--- config.mk ---
export PLATFORM = sky130hd
export DESIGN_NAME = fpmul_sched
export DESIGN_NICKNAME = d
export VERILOG_FILES = /design/src/rtl/fpmul_sched_pkg.sv /design/src/rtl/fpmul_rr_arb.sv /design/src/rtl/fpmul_sched.sv
export SDC_FILE = /design/constraint.sdc
export NUM_CORES = 1
export LEC_CHECK = 0
export BUFFER_PORTS_ARGS = -buffer_cell sky130_fd_sc_hd__buf_2
export CORE_MARGIN = 4
export CORE_UTILIZATION = 35
export CTS_CLUSTER_DIAMETER = 120
export DETAILED_ROUTE_END_ITERATION = 10
export GPL_TIMING_DRIVEN = 0
export PLACE_DENSITY_LB_ADDON = 0.15
export REMOVE_ABC_BUFFERS = 1
export SETUP_SLACK_MARGIN = 0.1
export SYNTH_ARGS = -nofsm -noshare
export SYNTH_HDL_FRONTEND = slang
export SYNTH_HIERARCHICAL = 1
export SYNTH_SLANG_ARGS = --single-unit
export TNS_END_PERCENT = 1
--- constraint.sdc ---
create_clock -name clock -period 1.29 [get_ports clock]
set_input_delay 0.129 -clock clock [delete_from_list [all_inputs] [get_ports clock]]
set_output_delay 0.129 -clock clock [all_outputs]
set_load 0.01 [all_outputs]
--- src/rtl/fpmul_sched_pkg.sv ---
// fpmul_sched_pkg: shared state encoding, iteration limits and Booth decode for the FP multiplier scheduler
package fpmul_sched_pkg;

    typedef enum logic [3:0] {
        IDLE,
        LOAD,
        TEST,
        ADD,
        SUB,
        SHIFT,
        NORM,
        PACK,
        RESP
    } state_t;

    localparam int CNT_W = 5;
    localparam int NCNT_W = 6;
    localparam logic [CNT_W-1:0] BOOTH_ITER = 5'd23;
    localparam logic [NCNT_W-1:0] NORM_MAX = 6'd46;

    function automatic state_t booth_next(input logic q0, input logic qm1);
        return ({q0, qm1} == 2'b10) ? SUB : ({q0, qm1} == 2'b01) ? ADD : SHIFT;
    endfunction

endpackage

--- src/rtl/fpmul_rr_arb.sv ---
// fpmul_rr_arb: two-requester round-robin arbiter with registered one-cycle grant pulse and held operand select
module fpmul_rr_arb (
    input  logic       clock,
    input  logic       reset,
    input  logic       en_i,
    input  logic [1:0] req_i,
    output logic [1:0] gnt_o,
    output logic       sel_o
);

    logic       last_q, last_d;
    logic       sel_q, sel_d;
    logic [1:0] gnt_q, gnt_d;
    logic       pick;

    // on a tie favour the requester that did not win last time
    always_comb begin
        pick   = (req_i == 2'b11) ? ~last_q : req_i[1];
        gnt_d  = (en_i && |req_i) ? (pick ? 2'b10 : 2'b01) : 2'b00;
        last_d = |gnt_d ? pick : last_q;
        sel_d  = |gnt_d ? pick : sel_q;
    end

    // last winner starts at req1 so req0 takes the first tie; select holds until the next grant
    always_ff @(posedge clock or posedge reset) begin
        if (reset) begin
            last_q <= 1'b1;
            sel_q  <= 1'b0;
            gnt_q  <= 2'b00;
        end else begin
            last_q <= last_d;
            sel_q  <= sel_d;
            gnt_q  <= gnt_d;
        end
    end

    assign gnt_o = gnt_q;
    assign sel_o = sel_q;

endmodule

--- src/rtl/fpmul_sched.sv ---
// fpmul_sched: Booth multiply / normalize / pack sequencer for a shared FP multiplier; FPMUL_SCHED_ZERO_BYPASS_EN enables zero-operand bypass
module fpmul_sched
    import fpmul_sched_pkg::*;
(
    input  logic clock,
    input  logic reset,
    input  logic req0_valid,
    input  logic req1_valid,
    output logic req0_ready,
    output logic req1_ready,
    output logic op_sel,
    output logic dp_clear,
    output logic dp_brload,
    output logic dp_loadqr,
    output logic dp_loadac,
    output logic dp_add_sel,
    output logic dp_shift,
    output logic dp_norm_shift,
    output logic dp_pack,
    output logic dp_force_zero,
    input  logic dp_q0,
    input  logic dp_qm1,
    input  logic dp_msb,
    input  logic dp_zero,
    input  logic dp_opzero,
    output logic resp_valid,
    output logic resp_id,
    input  logic resp_ready
);

    state_t              state_q, state_d;
    logic [CNT_W-1:0]    cnt_q, cnt_d;
    logic [NCNT_W-1:0]   ncnt_q, ncnt_d;
    logic [1:0]          gnt;
    logic                norm_go;
    logic                byp;

    fpmul_rr_arb u_arb (
        .clock (clock),
        .reset (reset),
        .en_i  (state_q == IDLE),
        .req_i ({req1_valid, req0_valid}),
        .gnt_o (gnt),
        .sel_o (op_sel)
    );

    assign req0_ready = gnt[0];
    assign req1_ready = gnt[1];
    assign norm_go    = !dp_msb && !dp_zero && (ncnt_q < NORM_MAX);

`ifdef FPMUL_SCHED_ZERO_BYPASS_EN
    logic fz_q, fz_d;
    assign byp           = dp_opzero && (cnt_q == BOOTH_ITER);
    assign dp_force_zero = (state_q == PACK) && fz_q;

    // remember that this operation skipped the Booth phase so PACK emits a zero result
    always_comb fz_d = (state_q == LOAD) ? 1'b0 : (state_q == TEST && byp) ? 1'b1 : fz_q;

    // bypass flag register
    always_ff @(posedge clock or posedge reset) begin
        if (reset) fz_q <= 1'b0;
        else       fz_q <= fz_d;
    end
`else
    logic unused_opzero;
    assign byp           = 1'b0;
    assign dp_force_zero = 1'b0;
    assign unused_opzero = dp_opzero;
`endif

    // next state, counters and Moore datapath controls
    always_comb begin
        state_d       = state_q;
        cnt_d         = cnt_q;
        ncnt_d        = ncnt_q;
        dp_clear      = 1'b0;
        dp_brload     = 1'b0;
        dp_loadqr     = 1'b0;
        dp_loadac     = 1'b0;
        dp_add_sel    = 1'b0;
        dp_shift      = 1'b0;
        dp_norm_shift = 1'b0;
        dp_pack       = 1'b0;
        resp_valid    = 1'b0;
        resp_id       = 1'b0;
        case (state_q)
            IDLE: state_d = (req0_valid || req1_valid) ? LOAD : IDLE;
            LOAD: begin
                dp_clear  = 1'b1;
                dp_brload = 1'b1;
                dp_loadqr = 1'b1;
                cnt_d     = BOOTH_ITER;
                ncnt_d    = '0;
                state_d   = TEST;
            end
            TEST: state_d = byp ? PACK : booth_next(dp_q0, dp_qm1);
            ADD: begin
                dp_loadac = 1'b1;
                state_d   = SHIFT;
            end
            SUB: begin
                dp_loadac  = 1'b1;
                dp_add_sel = 1'b1;
                state_d    = SHIFT;
            end
            SHIFT: begin
                dp_shift = 1'b1;
                cnt_d    = cnt_q - CNT_W'(1);
                state_d  = (cnt_q == CNT_W'(1)) ? NORM : TEST;
            end
            NORM: begin
                dp_norm_shift = norm_go;
                ncnt_d        = norm_go ? ncnt_q + NCNT_W'(1) : ncnt_q;
                state_d       = norm_go ? NORM : PACK;
            end
            PACK: begin
                dp_pack = 1'b1;
                state_d = RESP;
            end
            RESP: begin
                resp_valid = 1'b1;
                resp_id    = op_sel;
                state_d    = resp_ready ? IDLE : RESP;
            end
            default: state_d = IDLE;
        endcase
    end

    // state and counter registers; reset abandons any operation in flight
    always_ff @(posedge clock or posedge reset) begin
        if (reset) begin
            state_q <= IDLE;
            cnt_q   <= '0;
            ncnt_q  <= '0;
        end else begin
            state_q <= state_d;
            cnt_q   <= cnt_d;
            ncnt_q  <= ncnt_d;
        end
    end

endmodule

==> Yosys cells after proc, flatten, opt, wreduce, memory -nomap -nowiden <==
Cells that the tools add are included.
{ "op_classes": {"add_sub_neg": 2, "n_lt_le_gt_ge": 1, "n_eq_ne": 13, "n_mux": 21, "bitwise_logic": 1, "n_reduce_logical": 13} }
{ "ops": {"columns": ["cell", "n"], "rows": [
  ["$pmux 4 s8", 1],
  ["$eq 4x3->1 const B", 4],
  ["$pmux 6 s2", 1],
  ["$mux 1", 11],
  ["$pmux 5 s2", 1],
  ["$mux 3", 3],
  ["$eq 4x2->1 const B", 2],
  ["$add 6x1->6 const B", 1],
  ["$lt 6x6->1 const B", 1],
  ["$mux 6", 1],
  ["$reduce_or 2->1", 3],
  ["$eq 5x1->1 const B", 1],
  ["$sub 5x1->5 const B", 1],
  ["$eq 2x2->1 const B", 2],
  ["$eq 4x1->1 const B", 1],
  ["$eq 4x4->1 const B", 1],
  ["$logic_not 4->1", 1],
  ["$mux 2", 2],
  ["$mux 4", 1],
  ["$reduce_bool 2->1", 2],
  ["$logic_and 1x1->1", 3],
  ["$eq 2x1->1 const B", 1],
  ["$logic_not 1->1", 2],
  ["$ne 2x2->1 const B", 1],
  ["other kinds (3)", 3]
]} }
{ "totals": {"regBits": 19, "input_bits": 10, "out_inout_bits": 14, "word_cells": 57} }

==> Longest topological paths before layout <==
Gate-level depths: netlist of run 1.
{ "logic_depth": {"depth_word": 5, "mapped_depth": 6, "mapped_depth_nobuf": 5} }

==> Cells and area by module <==
Netlist of run 1, hierarchy kept.
{ "modules_own_cells": {"columns": ["mod", "instances", "cells_each", "area_each_um2", "seq_area_each_um2"], "rows": [
  ["fpmul_sched", 1, 102, 953.4, 375.4],
  ["fpmul_rr_arb", 1, 14, 152.6, 101.3]
]} }

==> Worst setup path after synthesis of run 1 <==
No wires, ideal clock.
{ "synth_timing": {"path_kind": "register to register", "start": "register state_q[3]", "end": "register ncnt_q[3]", "setup_ps": 125, "arrival_ps": 1366, "required_time_ps": 1165, "slack_ps": -201, "stages_incl_launch_ff": 6, "path_buffers": 1, "synth_period_minus_slack_ps": 1491, "path_cell_list": "dfrtp_1 -> buf_2 -> nor4b_4 -> a31oi_1 -> o21ai_1 -> o21ai_1"} }
{ "synth_between": {"elab_chain_len": 3, "word_cells_on_any_way": 6, "classes_between": "eq/ne: 3; mux: 1; reduce/logical: 2"} }
{ "synth_rtl": {"columns": ["element", "line", "text"], "rows": [
  ["start: declaration", "fpmul_sched.sv:31", "state_t state_q, state_d;"],
  ["start signal: assignment", "fpmul_sched.sv:136", "state_q <= state_d;"],
  ["$eq 4x3->1 or $eq 4x1->1 (tied branches)", "fpmul_sched.sv:86", "case (state_q)"],
  ["$ne 2x2->1 (no line) or $reduce_bool 2->1 (tied branches)", null, null],
  ["$reduce_and 2->1 (no line)", null, null],
  ["end signal: assignment", "fpmul_sched.sv:138", "ncnt_q <= ncnt_d;"],
  ["end: declaration", "fpmul_sched.sv:33", "logic [NCNT_W-1:0] ncnt_q, ncnt_d;"]
]} }
Several ways; a longest one is shown, not always the timed one.
A chain may end at the register's enable or synchronous reset.

==> Final worst setup path of run 1 <==
{ "layout_timing": {"start": "register state_q[0]", "end": "output resp_id"} }
{ "layout_between": {"elab_chain_len": 2} }
{ "layout_rtl": {"columns": ["element", "line", "text"], "rows": [
  ["$eq 4x4->1", "fpmul_sched.sv:86", null],
  ["$mux 1", "fpmul_sched.sv:86", null],
  ["end: declaration", "fpmul_sched.sv:27", "output logic resp_id,"]
]} }
No other way between the ends.

==> results.sh, run 1 <==
export IMPL_critical_path_arrival_ns=1.41
export IMPL_drcViolationCount=0
export IMPL_finalMaxSlewViolations=0
export IMPL_cts_tree="built"
export IMPL_fin_crit_sh_pct=119.6
export IMPL_grt_pass1_vias=964
export IMPL_globalplace_congestion=0.7247
export IMPL_worstHoldPathType="in2reg"
export IMPL_yosys_area_share_simple_pct=25.57
export IMPL_min_period_ns=1.543
export IMPL_cts_root_buffer="clkbuf_4"
export IMPL_ys_flop_type="dfrtp_1"
export IMPL_status="finished with violations"
export IMPL_synth_area_um2=1106
export IMPL_worst_pin_slew_ns=0.6091
export IMPL_cap_violations=0
export IMPL_finalNonFillerCells=197
export IMPL_p_leak_nw=0.6885
export IMPL_path_max_fanout=8
export IMPL_placed_cells_incl_taps=174
export IMPL_fill_cells=291
export IMPL_viasPerCell=5.005
export IMPL_fin_util_pct=48.10
export IMPL_max_stage_delay_ns=0.45
export IMPL_first_pass_iters=4
export IMPL_grt_use_total_pct=12.62
export IMPL_synth_cells=116
export IMPL_insertedDiodeCount=0
export IMPL_fmax_mhz=648.3
export IMPL_setup_viol_count_final=27
export IMPL_dieArea_um2=4124
export IMPL_crit_path_end_kind="primary output"
export IMPL_fin_ws_ns=-0.2525
export IMPL_core_area_um2=3028
export IMPL_io_buffers=21
export IMPL_clock_sinks=19
export IMPL_std_cell_rows=20
export IMPL_ir_drop_v=0.0007772
export IMPL_h_tree_depth=1
export IMPL_synth_top_family_by_area="simple AND/OR/NAND/NOR gates"
export IMPL_start_util_pct=36.53
export IMPL_post_route_cells_drive_above_1_share_pct=43.14
export IMPL_hold_depth=2
export IMPL_crit_path_start_kind="flop"
export IMPL_fin_nets=167
export IMPL_yosysSeqAreaShare_pct=43.10
export IMPL_synthMuxAreaShare_pct=1.923
export IMPL_multi_input_area_um2=598.1
export IMPL_hold_viol=0
export IMPL_fp_dieW_um=64.22
export IMPL_rsz0062_at_grt="true"
export IMPL_wl_per_cell_um=12.71
export IMPL_yosysWarnings=6
export IMPL_crit_type="reg2out"
export IMPL_clkTransAtPathRegs_ns=0.11
export IMPL_synth_edf_count=0
export IMPL_path_cells="buf_4, nor3_1, and3_1, buf_2"
export IMPL_yosys_top_cells_count="18 x dfrtp_1, 10 x nand2_1, 10 x o21ai_1"
export IMPL_grt_pass1_wl_um=4195
export IMPL_r2r_cells=4
export IMPL_pre_cts_slack_ns=-0.4003
export IMPL_vias=986
export IMPL_die_y_um=64.22
export IMPL_yosysTopAreaCellShare_pct=40.72
export IMPL_fin_worst_skew_ns=0.001287
export IMPL_antenna_found_initial=0
export IMPL_synth_adder_area_share_pct=3.394
export IMPL_syn_avg_cell_area_um2=9.535
export IMPL_drt_iter0_drc=29
export IMPL_synth_cell_type_count=42
export IMPL_synthXorXnorAreaFrac_pct=0
export IMPL_cts_buffers=3
export IMPL_io_pins=24
export IMPL_wl_um=2504
export IMPL_cp_required_ns=1.16
export IMPL_power_density_nw_per_um2=1887
export IMPL_synth_most_common_cell="dfrtp_1"
export IMPL_synth_compound_area_share_pct=18.21
export IMPL_slew_headroom_pct=59.35
export IMPL_ant_nets=0
export IMPL_regArea_um2=483.0
export IMPL_violations="negative setup slack"
export IMPL_insertion_delay_ns=0.29
export IMPL_ys_seq_elements=19
export IMPL_async_reset_ff_share_pct=100.0
export IMPL_synth_area_leaders="dfrtp_1 41%, o21ai_1 4.5%, a21oi_1 3.6%, a31oi_1 3.4%, ha_1 3.4%"
export IMPL_synth_top_cell_by_area="dfrtp_1"
export IMPL_rrSetupSlack_ns=-0.17
export IMPL_clockBufferDepth=2
export IMPL_area_growth_pct=31.67
export IMPL_dp_hpwl_um=1652
export IMPL_crit_slowest_cell="dfrtp_2"
export IMPL_overflow=0
export IMPL_grt_max_degree=16
-- through the flow --
| step | power, mW | TNS [ns] | hold WS, ns | instance area, um2 |
|---|---|---|---|---|
| after global routing | 2.958 | -6.126 | 0.01958 | 1456 |
| after floorplan | 1.691 | -3.184 | -0.1056 | 1059 |
| after CTS | 2.704 | -4.008 | 0.005511 | 1439 |
| final | 2.749 | -3.549 | 0.01936 | 1456 |
| after global placement | 1.994 | -4.395 | 0.02129 | 1219 |
| after detailed placement | 2.012 | -4.790 | 0.02490 | 1219 |
-- metal layers --
metal	share of wire (%)	vias up	GRT usage (%)	wire length [um]
met5	0	-	0	0
met4	0.60	0	3.166	15
met3	4.5	2	2.988	112
met2	51	19	22.71	1287
met1	43	476	14.97	1087
li1	-	489	-	-
-- cell type report --
cell class / count / share of cell area, %
clock inverters: 1 / 0.3436
multi-input cells: 81 / 41.07
well taps: 44 / 3.780
clock buffers: 3 / 1.546
inverters: 9 / 2.663
flip-flops and latches: 19 / 33.16
repair buffers: 40 / 17.44
-- registers in the layout, summed over array words and instances, names as in the netlist --
| register | cells |
|---|---|
| u_arb/gnt_o | 2 |
| cnt_q | 5 |
| u_arb/last_q | 1 |
| ncnt_q | 6 |
| u_arb/sel_o | 1 |
| state_q | 4 |
-- power by group --
part	internal, mW	total (mW)	switching, mW
sequential	0.769	0.983	0.215
clock	0.115	0.306	0.190
combinational	0.726	1.46	0.733
total	1.61	2.75	1.14
-- kinds of logic (layout without fill, tap and decap cells) --
kind of cell	after synthesis	count (layout)
other cells	1	1
buf+inv	16	53
mux	2	2
flops	19	19
compound gates	33	33
fa+ha+maj	3	3
simple gates	42	42
-- final timing paths --
| kind | startpoint | endpoint |
|---|---|---|
| worst max-delay path | state_q[0] | resp_id |
| worst min-delay path | resp_ready | state_q[3] |
| worst max register to register | state_q[3] | cnt_q[3] |
| worst min register to register | cnt_q[4] | cnt_q[4] |
| max in group asynchronous | reset | state_q[3] |
| min in group asynchronous | reset | u_arb/gnt_o[1] |
-- cells in the final DEF (no fill, tap or decap), types with 2 or more instances in the layout --
master    count
and3_1        2
dfrtp_1      13
ha_1          3
nand3b_1      2
a21oi_1       8
nor4b_4       2
clkbuf_4      3
o21ai_1       9
buf_2        21
nand2_1       9
buf_4        17
nand4_1       2
a211oi_1      2
nor3_1        4
nand2b_2      2
nor4_2        2
nor2_1        7
inv_1         8
dfrtp_2       5
a31oi_1       5
-- critical path, delay by kind of cell, from the launching register on --
kind | cells | cell delay (ns)
simple gates | 2 | 0.38
buf+inv | 2 | 0.29
flops | 1 | 0.45
-- timing repair --
item	CTS	global route
endpoints found under the setup margin	28	29
hold buffers	1	0
hold endpoints to repair	19	0
buffers inserted	17	1
gates resized for setup	15	2
pin swaps	9	3
Note: power is estimated with default switching activity, not from simulation.
==> inputs of run 2 (changes only) <==
SYNTH_HIERARCHICAL = default   (was 1)
clock period = 1.28 ns   (was 1.29 ns; I/O delays follow)
==> run 2 against run 1 <==
The run still ends with negative setup slack left. Total power increased by 13%. Combinational power increased by 21%. Sequential share of layout area decreased by 2.2 points. Utilization increased by 3.0 points. Area after synthesis increased by 0.45%. Critical path type unchanged. Largest cell class unchanged.
==> results.sh, run 2 <==
export IMPL_status="finished with violations"
export IMPL_violations="negative setup slack"
export IMPL_area_growth_pct=40.32
export IMPL_cts_root_buffer="clkbuf_4"
export IMPL_io_pins=24
export IMPL_ant_nets=0
export IMPL_grt_pass1_wl_um=4636
export IMPL_yosys_top_cells_count="18 x dfrtp_1, 14 x nand2_1, 9 x a21oi_1, 9 x inv_1, 9 x o21ai_0"
export IMPL_fin_nets=174
export IMPL_vias=1068
export IMPL_ys_flop_type="dfrtp_1"
export IMPL_synth_edf_count=0
export IMPL_regMostFlops="ncnt_q"
export IMPL_post_route_cells_drive_above_1_share_pct=43.13
export IMPL_met3_usage_pct=2.109
export IMPL_critical_path_arrival_ns=1.46
export IMPL_synth_cells=124
export IMPL_async_reset_ff_share_pct=100.0
export IMPL_fin_ws_ns=-0.3111
export IMPL_cap_violations=0
export IMPL_dieArea_um2=4140
export IMPL_synth_area_leaders="dfrtp_1 41%, nand2_1 4.7%, a21oi_1 4.1%, o21ai_0 4.1%, ha_1 3.4%"
export IMPL_start_util_pct=36.39
export IMPL_io_buffers=21
export IMPL_globalplace_congestion=0.8531
export IMPL_ir_drop_v=0.0005609
export IMPL_drcViolationCount=0
export IMPL_viasPerCell=5.235
export IMPL_grt_pass1_vias=996
export IMPL_p_leak_nw=0.6932
export IMPL_final_common_cell="buf_2"
export IMPL_rsz0062_at_grt="true"
export IMPL_dp_hpwl_um=1659
export IMPL_crit_path_end_kind="primary output"
export IMPL_fmax_mhz=628.5
export IMPL_antenna_found_initial=0
export IMPL_reg_largest_list="ncnt_q x6, cnt_q x5, state_q x4"
export IMPL_design_area_um2=1559
export IMPL_hold_viol=0
export IMPL_cts_buffers=3
export IMPL_cp_required_ns=1.15
export IMPL_mostFrequentLayoutCells="21 x buf_2, 13 x nand2_1, 13 x dfrtp_1, 11 x buf_4"
export IMPL_grt_util_met1_pct=19.87
export IMPL_yosysSeqAreaShare_pct=42.91
export IMPL_crit_type="reg2out"
export IMPL_fin_crit_sh_pct=124.3
export IMPL_clockBufferDepth=2
export IMPL_synth_cell_type_count=40
export IMPL_ys_seq_elements=19
export IMPL_insertedDiodeCount=0
export IMPL_synth_most_common_cell="dfrtp_1"
export IMPL_first_pass_iters=4
export IMPL_clkTransAtPathRegs_ns=0.12
export IMPL_crit_path_start_kind="flop"
export IMPL_largest_register_ffs=6
export IMPL_whs_ns=0.03909
export IMPL_power_density_nw_per_um2=1992
export IMPL_insertion_delay_ns=0.30
export IMPL_drt_iter0_drc=72
export IMPL_grt_use_total_pct=14.16
export IMPL_pre_cts_slack_ns=-0.3805
export IMPL_setup_viol_count_final=24
export IMPL_min_period_ns=1.591
export IMPL_core_area_um2=3053
export IMPL_yosysWarnings=0
export IMPL_grt_max_degree=20
export IMPL_dpl_instance_area_um2=1221
export IMPL_path_max_fanout=7
export IMPL_fill_cells=308
export IMPL_fp_dieW_um=64.34
export IMPL_clock_sinks=19
export IMPL_fin_util_pct=51.07
export IMPL_use_met2_pct=22.29
export IMPL_cts_tree="built"
export IMPL_die_y_um=64.34
export IMPL_yosysTopAreaCellShare_pct=40.54
export IMPL_syn_avg_cell_area_um2=8.960
export IMPL_std_cell_rows=20
export IMPL_tns_ns=-4.625
export IMPL_h_tree_depth=1
export IMPL_fin_worst_skew_ns=0.01219
export IMPL_wl_um=2811
export IMPL_synth_top_cell_by_area="dfrtp_1"
export IMPL_busiest_layer="met2"
export IMPL_overflow=0
export IMPL_wl_per_cell_um=13.78
export IMPL_synth_area_um2=1111
export IMPL_finalMaxSlewViolations=0
export IMPL_worstHoldPathType="in2reg"
## run 2: final timing paths
path,startpoint,endpoint,slack [ns],cells past startpoint
max reg2reg,state_q[3],ncnt_q[5],-0.29,6
max in group asynchronous,reset,u_arb.last_q,0.58,3
min,req1_valid,u_arb.gnt_o[0],0.04,2
min reg2reg,u_arb.last_q,u_arb.last_q,0.50,2
max,state_q[1],dp_shift,-0.31,4
min in group asynchronous,reset,cnt_q[0],0.37,3
## run 2: where the power goes
| group | internal [mW] | total, mW | switching, mW |
|---|---|---|---|
| clock | 0.121 | 0.314 | 0.193 |
| sequential | 0.797 | 1.02 | 0.219 |
| combinational | 0.852 | 1.77 | 0.923 |
| total | 1.77 | 3.10 | 1.33 |
## run 2: worst max-delay path, stage by stage (launching register included)
cell	delay, ns
dfrtp_2	0.50
buf_6	0.16
nand2b_4	0.16
nor3_2	0.18
buf_2	0.17
## run 2: per-layer routing
layer | share of wire [%] | up-vias
met4 | 0.53 | 0
li1 | - | 516
met3 | 3.9 | 2
met1 | 47 | 524
met2 | 49 | 26
met5 | 0 | -
## run 2: area by class of cell
type                       instances  area (um2)  share of cell area (%)
tap                               44       55.05                   3.531
timing repair buffer              40       284.0                   18.22
multi-input combinational         88       670.6                   43.02
inverter                           9       40.04                   2.568
clock buffer                       4       26.28                   1.685
sequential                        19       483.0                   30.98
## run 2: timing repair
item                                    4_1_cts  5_1_grt
endpoints found under the setup margin       29       32
resized for setup                            23       13
cloned                                        0        0
buffers inserted                             14        3
hold buffers                                  2        0
pin swaps                                    12        4
hold endpoints to repair                     19        0
## run 2: cell families after synthesis
family / Yosys count / share of synthesized area (%)
fa+ha+maj: 3 / 3.379
simple gates: 50 / 26.24
compound gates: 32 / 17.68
mux: 2 / 1.914
other cells: 1 / 0.3375
flops: 19 / 42.91
buf+inv: 17 / 7.544
## run 2: per-stage QoR
step | cells | total power, mW
after floorplan | 116 | 1.738
after global placement | 181 | 2.050
after CTS | 201 | 2.971
final | 204 | 3.105
after global routing | 204 | 3.348
after detailed placement | 181 | 2.086
==> inputs of run 3 (changes only) <==
CORE_MARGIN = 3   (was 4)
==> run 3 against run 2 <==
The run still ends with negative setup slack left. Largest cell class unchanged. Wire length is 2.1% lower. Critical endpoint is now dp_loadac. Critical path depth stayed put. Worst hold slack worse by 0.018 ns.
==> results.sh, run 3 (synthesized netlist as in run 2, its figures left out) <==
export IMPL_p_total_mw=3.146
export IMPL_fin_crit_sh_pct=125.4
export IMPL_crit_path_start_kind="flop"
export IMPL_grt_pass1_wl_um=4905
export IMPL_fin_nets=175
export IMPL_first_pass_iters=4
export IMPL_drt_iter0_drc=105
export IMPL_ant_nets=0
export IMPL_vias=1054
export IMPL_std_cell_rows=19
export IMPL_use_met2_pct=24.06
export IMPL_cts_root_buffer="clkbuf_4"
export IMPL_fin_worst_skew_ns=0.008401
export IMPL_rsz0062_at_grt="true"
export IMPL_final_common_cell="buf_2"
export IMPL_post_route_cells_drive_above_1_share_pct=44.10
export IMPL_insertedDiodeCount=0
export IMPL_status="finished with violations"
export IMPL_core_area_um2=2900
export IMPL_overflow=0
export IMPL_pwr_share_clk_pct=9.8
export IMPL_fmax_mhz=623.2
export IMPL_mostFrequentLayoutCells="18 x buf_2, 14 x nand2_1, 13 x buf_4, 12 x dfrtp_1, 8 x o21ai_0"
export IMPL_placed_cells_incl_taps=179
export IMPL_swShare_pct=41.15
export IMPL_cp_buffers_inverters=2
export IMPL_io_buffers=21
export IMPL_cp_required_ns=1.15
export IMPL_wl_per_cell_um=13.56
export IMPL_max_stage_delay_ns=0.44
export IMPL_setup_viol_count_final=23
export IMPL_globalplace_congestion=0.7805
export IMPL_fin_ws_ns=-0.3245
export IMPL_power_density_nw_per_um2=2018
export IMPL_ir_drop_v=0.0007086
export IMPL_power_frac_seq_pct=31.3
export IMPL_cts_buffers=3
export IMPL_finalMaxSlewViolations=0
export IMPL_power_switching_mw=1.295
export IMPL_largest_register_ffs=6
export IMPL_met3_usage_pct=2.162
export IMPL_crit_family="flip-flops"
export IMPL_antenna_found_initial=0
export IMPL_clockBufferDepth=2
export IMPL_grt_max_degree=20
export IMPL_finalNonFillerCells=203
export IMPL_fill_cells=284
export IMPL_p_int_mw=1.851
export IMPL_path_max_fanout=5
export IMPL_hold_viol=0
export IMPL_dieArea_um2=3886
export IMPL_grt_pass1_vias=1043
export IMPL_clock_sinks=19
export IMPL_insertion_delay_ns=0.30
export IMPL_crit_type="reg2out"
export IMPL_start_util_pct=38.31
export IMPL_multi_input_area_um2=645.6
export IMPL_combPwrFrac_pct=58.9
export IMPL_regMostFlops="ncnt_q"
export IMPL_critical_path_arrival_ns=1.48
export IMPL_cts_tree="built"
export IMPL_fp_dieW_um=62.34
export IMPL_wl_um=2752
export IMPL_busiest_layer="met2"
export IMPL_area_growth_pct=40.32
export IMPL_viasPerCell=5.192
export IMPL_min_period_ns=1.605
export IMPL_drcViolationCount=0
export IMPL_io_pins=24
export IMPL_die_y_um=62.34
export IMPL_worstHoldPathType="in2reg"
export IMPL_crit_path_end_kind="primary output"
export IMPL_grt_util_met1_pct=21.62
export IMPL_reg_largest_list="ncnt_q x6, cnt_q x5, state_q x4"
export IMPL_cap_violations=0
export IMPL_violations="negative setup slack"
export IMPL_grt_use_total_pct=15.18
export IMPL_h_tree_depth=1
export IMPL_clkTransAtPathRegs_ns=0.12
export IMPL_dp_hpwl_um=1632
export IMPL_crit_slowest_cell="dfrtp_2"
export IMPL_whs_ns=0.02129
export IMPL_p_leak_nw=0.7010
export IMPL_regArea_um2=484.2
export IMPL_path_cells="buf_12, or3_1, a21oi_2, buf_2"
==> run 3: routing by layer <==
layer,up-vias,routed length [um]
met2,24,1362
li1,519,-
met4,0,12
met1,509,1276
met5,-,0
met3,2,100
==> run 3: area by class of cell <==
| type | count | share of cell area (%) |
|---|---|---|
| well taps | 42 | 3.371 |
| multi-input cells | 88 | 41.41 |
| inverters | 9 | 2.568 |
| repair buffers | 41 | 19.90 |
| flip-flops and latches | 19 | 31.06 |
| clock buffers | 4 | 1.685 |
==> run 3: timing repair <==
action	CTS	global route
pin swaps	10	8
setup buffers	16	1
hold buffers	2	0
endpoints found under the hold margin	19	0
resized for setup	26	11
endpoints found under the setup margin	29	32
cloned	1	0
==> run 3: power groups by stage <==
stage / clock network (mW) / registers, mW / logic (mW)
floorplan: 0 / 1.06 / 0.680
global placement: 0 / 1.12 / 0.937
detailed placement: 0 / 1.13 / 0.959
CTS: 0.323 / 0.996 / 1.65
global route: 0.355 / 1.02 / 2.02
finish: 0.308 / 0.984 / 1.85
==> run 3: per-stage QoR <==
| step | setup WS [ns] | utilization (%) | TNS [ns] | instance area, um2 |
|---|---|---|---|---|
| 2_1_floorplan | -0.4434 | - | -2.545 | 1061 |
| 3_3_place_gp | -0.3792 | 42.02 | -4.687 | 1219 |
| 3_5_place_dp | -0.4141 | 42.02 | -5.500 | 1219 |
| 4_1_cts | -0.2721 | 51.42 | -4.043 | 1491 |
| 5_1_grt | -0.4197 | 53.75 | -6.918 | 1559 |
| 6_report | -0.3245 | 53.75 | -4.611 | 1559 |
==> run 3: worst paths after layout <==
path | startpoint | end | slack (ns) | depth (start not counted)
setup / recovery | state_q[1] | dp_loadac | -0.32 | 4
hold / removal | req0_valid | u_arb.gnt_o[1] | 0.02 | 2
setup reg to reg | state_q[3] | ncnt_q[5] | -0.32 | 6
hold reg to reg | u_arb.last_q | u_arb.last_q | 0.52 | 2
max in group asynchronous | reset | u_arb.last_q | 0.62 | 3
min in group asynchronous | reset | ncnt_q[0] | 0.36 | 3
==> run 3: worst reg2reg max path: stages, from the launching register on <==
cell and delay, ns:
dfrtp_2 0.44, buf_6 0.14, nor4b_4 0.27, buf_6 0.16
a21oi_2 0.03, or4_1 0.43, nand3_2 0.07
